`src/rtl/mux4x1_rr_arbiter.sv`:
```
// Four-channel round-robin arbiter with a registered 4:1 data mux select.
// Each tenure is capped at MAX_HOLD cycles and followed by a one-cycle release.
module mux4x1_rr_arbiter #(
  parameter int unsigned MAX_HOLD = 8
) (
  input  logic       clk,
  input  logic       rst,
  input  logic [3:0] req,
  input  logic       a,
  input  logic       b,
  input  logic       c,
  input  logic       d,
  output logic [3:0] gnt,
  output logic       s1,
  output logic       s0,
  output logic       valid,
  output logic       y
);

  typedef enum logic [1:0] {
    IDLE    = 2'd0,
    GRANT   = 2'd1,
    RELEASE = 2'd2
  } state_t;

  localparam logic [7:0] HOLD_MAX = 8'(MAX_HOLD);

  state_t     state, state_n;
  logic [1:0] ptr, ptr_n;
  logic [1:0] sel, sel_n;
  logic [7:0] hold, hold_n;
  logic [3:0] gnt_n;
  logic [1:0] win;
  logic [1:0] idx;
  logic       found;

  always_ff @(posedge clk) begin
    if (rst) begin
      state <= IDLE;
      ptr   <= 2'd0;
      sel   <= 2'd0;
      hold  <= 8'd0;
      gnt   <= 4'b0000;
    end else begin
      state <= state_n;
      ptr   <= ptr_n;
      sel   <= sel_n;
      hold  <= hold_n;
      gnt   <= gnt_n;
    end
  end

  // First requester at or after ptr, wrapping modulo 4
  always_comb begin
    win   = 2'd0;
    idx   = 2'd0;
    found = 1'b0;
    for (int i = 0; i < 4; i++) begin
      idx = ptr + 2'(i);
      if (!found && req[idx]) begin
        found = 1'b1;
        win   = idx;
      end
    end
  end

  always_comb begin
    state_n = state;
    ptr_n   = ptr;
    sel_n   = sel;
    hold_n  = hold;
    gnt_n   = gnt;
    case (state)
      IDLE: begin
        if (found) begin
          state_n = GRANT;
          gnt_n   = 4'b0001 << win;
          sel_n   = win;
          hold_n  = 8'd1;
        end
      end
      GRANT: begin
        if (!req[sel] || hold >= HOLD_MAX) begin
          state_n = RELEASE;
          gnt_n   = 4'b0000;
          ptr_n   = sel + 2'd1;
        end else begin
          hold_n = hold + 8'd1;
        end
      end
      RELEASE: begin
        state_n = IDLE;
        gnt_n   = 4'b0000;
      end
      default: begin
        state_n = IDLE;
        gnt_n   = 4'b0000;
      end
    endcase
  end

  always_comb begin
    valid = |gnt;
    s1    = sel[1];
    s0    = sel[0];
    y     = 1'b0;
    case (sel)
      2'd0:    y = a;
      2'd1:    y = b;
      2'd2:    y = c;
      default: y = d;
    endcase
    y = y & valid;
  end

endmodule
```
`config.mk`:
```
export PLATFORM = sky130hd
export DESIGN_NAME = mux4x1_rr_arbiter
export DESIGN_NICKNAME = d
export VERILOG_FILES = /design/src/rtl/mux4x1_rr_arbiter.sv
export SDC_FILE = /design/constraint.sdc
export NUM_CORES = 1
export LEC_CHECK = 0
export ABC_CLOCK_PERIOD_IN_PS = 2200
export BUFFER_PORTS_ARGS = -buffer_cell sky130_fd_sc_hd__buf_2
export CAP_MARGIN = 20
export CORE_UTILIZATION = 53
export CTS_CLUSTER_DIAMETER = 120
export DETAILED_ROUTE_END_ITERATION = 6
export PLACE_DENSITY = 0.82
export SLEW_MARGIN = 20
export SYNTH_ARGS = -nofsm -noshare
export SYNTH_HDL_FRONTEND = slang
export SYNTH_SLANG_ARGS = --single-unit
```
`constraint.sdc`:
```
create_clock -name clk -period 2.2 [get_ports clk]
set_clock_uncertainty 0.1 [all_clocks]
set_input_delay 0.11 -clock clk [delete_from_list [all_inputs] [get_ports clk]]
set_output_delay 0.11 -clock clk [all_outputs]
set_load 0.02 [all_outputs]
```
== After elaboration in Yosys (flattened, before gate mapping) ==
Cells that the tools add are included.

* Flip-flop bits (word level): 18
* Bits of input ports: 10
* Output and inout port bits: 8
* Word-level logic and storage cells: 68

* Add/subtract/negate cells: 5
* $lt $le $gt $ge: 6
* Eq/ne operators: 6
* Shift operators: 1
* Multiplexer cells: 28
* Bitwise gates (word level): 1
* Reductions and logical operators: 16

{| class="wikitable"
|+ Operator list
! operator !! count
|-
| 8-bit 2-to-1 mux || 2
|-
| 8-bit case mux with 2 select lines || 1
|-
| 2-bit by 3-bit < comparator with 1-bit output, second input constant || 5
|-
| 2-bit 2-to-1 mux || 6
|-
| 1-bit binary-select mux with 2-bit select || 5
|-
| 1-bit 2-to-1 mux || 9
|-
| 8-bit by 1-bit adder with 8-bit output, second input constant || 1
|-
| 8-bit by 4-bit >= comparator with 1-bit output, second input constant || 1
|-
| 4-bit 2-to-1 mux || 2
|-
| 4-bit case mux with 2 select lines || 1
|-
| 2-bit != test, second input constant || 3
|-
| 2-bit AND reduction || 3
|-
| 2-bit by 1-bit adder with 2-bit output, second input constant || 2
|-
| 2-bit adder, second input constant || 2
|-
| 2-bit by 1-bit equality test with 1-bit output, second input constant || 2
|-
| 1-bit zero test || 4
|-
| 2-bit zero test || 2
|-
| 2-bit case mux with 2 select lines || 1
|-
| 4-bit OR reduction || 1
|-
| 1-bit by 2-bit << shifter with 4-bit output, first input constant || 1
|-
| 1-bit logical AND || 3
|-
| 1-bit case mux with 3 select lines || 1
|-
| 3-bit AND reduction || 1
|-
| 2-bit equality test, second input constant || 1
|-
| other kinds (3) || 3
|}

== Depth between registers and ports, before layout ==
* Depth in word-level cells: 15
* Mapped depth: 6
* Gate-level depth less buffers: 5

== Least setup slack after synthesis ==
OpenSTA, ideal clock, no wires.

* Kind: register to register
* Start: reg sel[0]
* End: reg gnt[1]
* Setup time: 0.128 ns
* Arrival time: 1.660 ns
* Data required time: 1.972 ns
* Slack: 0.312 ns
* Cell stages (with the launch flop): 6
* Buffers on the path: 0
* Clock period less this slack: 1.888 ns
* Path through: dfxtp_1 -> mux4_2 -> and4b_4 -> a21o_4 -> a22oi_1 -> nor2_1

* Word-level cells in the longest chain between the ends: 6

{| class="wikitable"
|+ RTL lines
! element !! line !! source
|-
| start: declaration || 30 || <nowiki>logic [1:0] sel, sel_n;</nowiki>
|-
| start signal: assignment || 47 || <nowiki>sel <= sel_n;</nowiki>
|-
| 1-bit binary-select mux with 2-bit select || 83 || <nowiki>if (!req[sel] || hold >= HOLD_MAX) begin</nowiki>
|-
| 1-bit 2-to-1 mux (implied by the code) || 83 ||
|-
| 1-bit zero test || 83 ||
|-
| 1-bit logical OR || 83 ||
|-
| 2-bit != test (no source line) || -- ||
|-
| 2-bit AND reduction (no source line) || -- ||
|-
| end signal: assignment || 49 || <nowiki>gnt <= gnt_n;</nowiki>
|-
| end: declaration || 13 || <nowiki>output logic [3:0] gnt,</nowiki>
|}

No other way between the ends. The select of a mux whose other input is x is not followed.
A chain may end at the register's enable or synchronous reset.

== Worst setup path after layout ==
* Start: reg sel[1]
* End: out y

* Word-level cells in the longest chain between the ends: 3
* Elaborated cells on any way between the ends: 5
* Classes of those cells: 2 x eq/ne; 1 x mux; 1 x bitwise; 1 x reduce/logical

{| class="wikitable"
|+ RTL lines
! element !! line !! source
|-
| 2-bit equality test, or another cell as far along || 107 || <nowiki>case (sel)</nowiki>
|-
| 1-bit case mux with 3 select lines * || 107 ||
|-
| 1-bit AND * || 113 || <nowiki>y = y & valid;</nowiki>
|-
| end: declaration || 17 || <nowiki>output logic y</nowiki>
|}

Every way passes the cells marked *; elsewhere a longest branch is shown, timed or not.

==> impl_metrics.tcl <==
set metrics [dict create \
    status "finished clean" \
    grt_pass1_wl_um 3220 \
    hp-start "rst" \
    post-route-period-util 0.894 \
    overflow 0 \
    rr_endpoint "ptr[0]" \
    cts.path.max_buffers 2 \
    hold_viol_final 0 \
    track_usage 0.227 \
    start_kind "register" \
    setup_viol 0 \
    worst_path_max_delay_cell "dfxtp_2" \
    power.density_nw_per_um2 696 \
    grt_max_degree 17 \
    rrSetupSlack_ns 0.42 \
    synth_seq_cells 18 \
    syn_area_per_cell_um2 9.71 \
    min_delay_worst_endpoint "gnt[0]" \
    hold_depth 2 \
    num_vias 799 \
    synth_top_area_share 0.382 \
    drive_gt1_frac 0.293 \
    period_needed_ns 1.97 \
    drt_iter0_drc 31 \
    synth-async-reset-ratio 0 \
    syn_area_um2 942 \
    numCtsBuffers 3 \
    cts_setup_buffers 0 \
    place_inst 128 \
    area_delta_synth_final_pct 14.5 \
    synth_commonest_cells "18 x dfxtp_1, 13 x nor2_1, 6 x ha_1, 5 x a21oi_1, 5 x inv_1" \
    worstPathArrival_ns 1.76 \
    rows 14 \
    synth_area_leader_cell "dfxtp_1" \
    seqPwrFrac 0.489 \
    crit_fanout 6 \
    nets 133 \
    antenna_left 0 \
    antennaDiodeCount 0 \
    yosysUniqueCellTypes 38 \
    synth_seq_area_share 0.382 \
    drcViolationCount 0 \
    core_um2 1580 \
    worstSetupPathType "reg -> out" \
    required_ns 1.99 \
    ir_drop_mv 0.475 \
    worst_r2r_path_depth 5 \
    clockPowerShare 0.267 \
    holdCritPathClass "in -> reg" \
    synth_fp_nets 113 \
    switching_share 0.300 \
    viasPerCell 6.05 \
    power.switching_uw 225 \
    cts.root.buffer_cell "clkbuf_4" \
    max-slew-margin-rel 0.618 \
    finalMaxSlewViolations 0 \
    synth.most_common_cell "dfxtp_1" \
    grt_pass1_vias 760 \
    antenna_found_initial 0 \
    internal-power_uw 526 \
    ys.flop_type "dfxtp_1" \
    final_cells 132 \
    crit_chain "inv_1 -> ha_1 -> a222oi_1 -> o21ai_0 -> and2_1 -> buf_2" \
    htreeDepth 1 \
    routed_wirelength_um 1850 \
    synthCells 97 \
    portBuffers 17 \
    gp_congestion 0.797 \
    design.die.area_um2 1950 \
    max_freq_mhz 508 \
    die_x_um 44.2 \
    cts_sinks 18 \
    post_drt_wl_per_cell_um 14.0 \
    power_leakage_nw 0.455 \
    rsz0062_at_grt "false" \
    start_util 0.598 \
    r2r-start "sel[0]" \
    fp.dieH_um 44.2 \
    cpPeakStageDelay_ns 0.40 \
    clock_latency_ns 0.29 \
    ios 18 \
    cp-end-kind "primary output" \
    pwr-share-comb 0.243 \
    synth_area_leaders "dfxtp_1 38%, ha_1 8.0%, nor2_1 5.2%, mux2i_1 4.2%, a21oi_1 2.7%" \
    synth_edf_count 0 \
    yosys_warnings 0 \
    ctsHoldBuffers 0 \
    clk_pin_slew_worst_paths_ns 0.10 \
    cts_tree "done" \
    dpl.hpwl_um 1480 \
    worstMarginPinSlew_ns 0.569 \
    tns_ns 0 \
    drtPass1Iterations 4 \
    max_cap_violations 0 \
]
==> how the worst max path moves through the flow <==
| stage | slack [ns] | from | endpoint | cells after the start |
|---|---|---|---|---|
| after floorplan | 0.31 | sel[0] | gnt[1] | 5 |
| after global placement | 0.40 | sel[0] | gnt[3] | 5 |
| after detailed placement | 0.36 | sel[0] | gnt[3] | 5 |
| after CTS | 0.11 | sel[1] | y | 6 |
| after global routing | 0.07 | sel[1] | y | 6 |
| final | 0.23 | sel[1] | y | 6 |
==> cell usage in the layout (no fill, tap or decap), types with 2 or more instances in the layout <==
master    netlist  routed
mux2i_1         4       4
and2_1          4       4
a22oi_1         2       2
dfxtp_2         0       2
ha_1            6       6
a21oi_1         5       5
nand2_1         3       3
inv_1           5       5
buf_2           0      17
nor2b_1         3       3
o21ai_0         2       2
dfxtp_1        18      16
clkbuf_4        0       3
nor2_1         13      13
nand3_1         2       2
nor4_2          2       2
nor3_1          3       3
==> stage by stage <==
step | hold WS [ns] | setup WS (ns) | instance area, um^2 | util | power, mW
floorplan | 0.0816 | 0.312 | 942 | - | 0.503
global placement | 0.350 | 0.403 | 1040 | 0.660 | 0.549
detailed placement | 0.360 | 0.362 | 1040 | 0.660 | 0.557
CTS | 0.0552 | 0.113 | 1080 | 0.683 | 0.760
global route | 0.0710 | 0.0696 | 1080 | 0.684 | 0.798
finish | 0.0679 | 0.232 | 1080 | 0.684 | 0.751
==> area by class of cell <==
type                       count  area, um^2
multi-input combinational     72         556
fill                         141         498
sequential                    18         363
timing repair buffer          17        85.1
clock buffer                   4        36.3
tap                           16        20.0
inverter                       5        18.8
==> state kept, by name, summed over array words and instances, names as in the netlist <==
signal / cells
sel: 2
gnt: 4
hold: 8
state: 2
ptr: 2
==> worst max-delay path, delay by kind of cell (launching register included) <==
family | cells | cell delay (ns)
buf+inv | 2 | 0.24
fa+ha+maj | 1 | 0.21
compound gates | 2 | 0.45
flops | 1 | 0.40
simple gates | 1 | 0.17
==> metal layers <==
layer / wire length [um] / GRT usage / up-vias
met3: 90 / 0.0367 / 4
li1: - / - / 393
met5: 0 / 0 / -
met2: 963 / 0.400 / 24
met4: 23 / 0.109 / 0
met1: 774 / 0.265 / 378
==> kinds of logic (layout without fill, tap and decap cells) <==
kind of cell               count (synthesis)  after routing  synth area share
DFF                                       18             18             0.382
and+or+nand+nor                           40             40             0.266
buffers and inverters                      7             26            0.0279
adders and majority gates                  6              6            0.0797
xor gates and xnor gates                   1              1           0.00930
AOI/OAI and AO/OA                         20             20             0.169
muxes                                      5              5            0.0664
==> power groups by stage <==
stage,Combinational [mW],Clock [mW],Sequential [mW]
after global routing,0.202,0.225,0.371
after global placement,0.177,0,0.372
after CTS,0.184,0.209,0.367
after detailed placement,0.183,0,0.374
final,0.183,0.200,0.367
after floorplan,0.125,0,0.377
==> what timing repair did <==
item / 4_1_cts / 5_1_grt
gates resized for setup: 0 / 2
hold endpoints to repair: 0 / 0
endpoints found under the setup margin: 0 / 1
No activity file was read; power rests on OpenSTA's default activity.
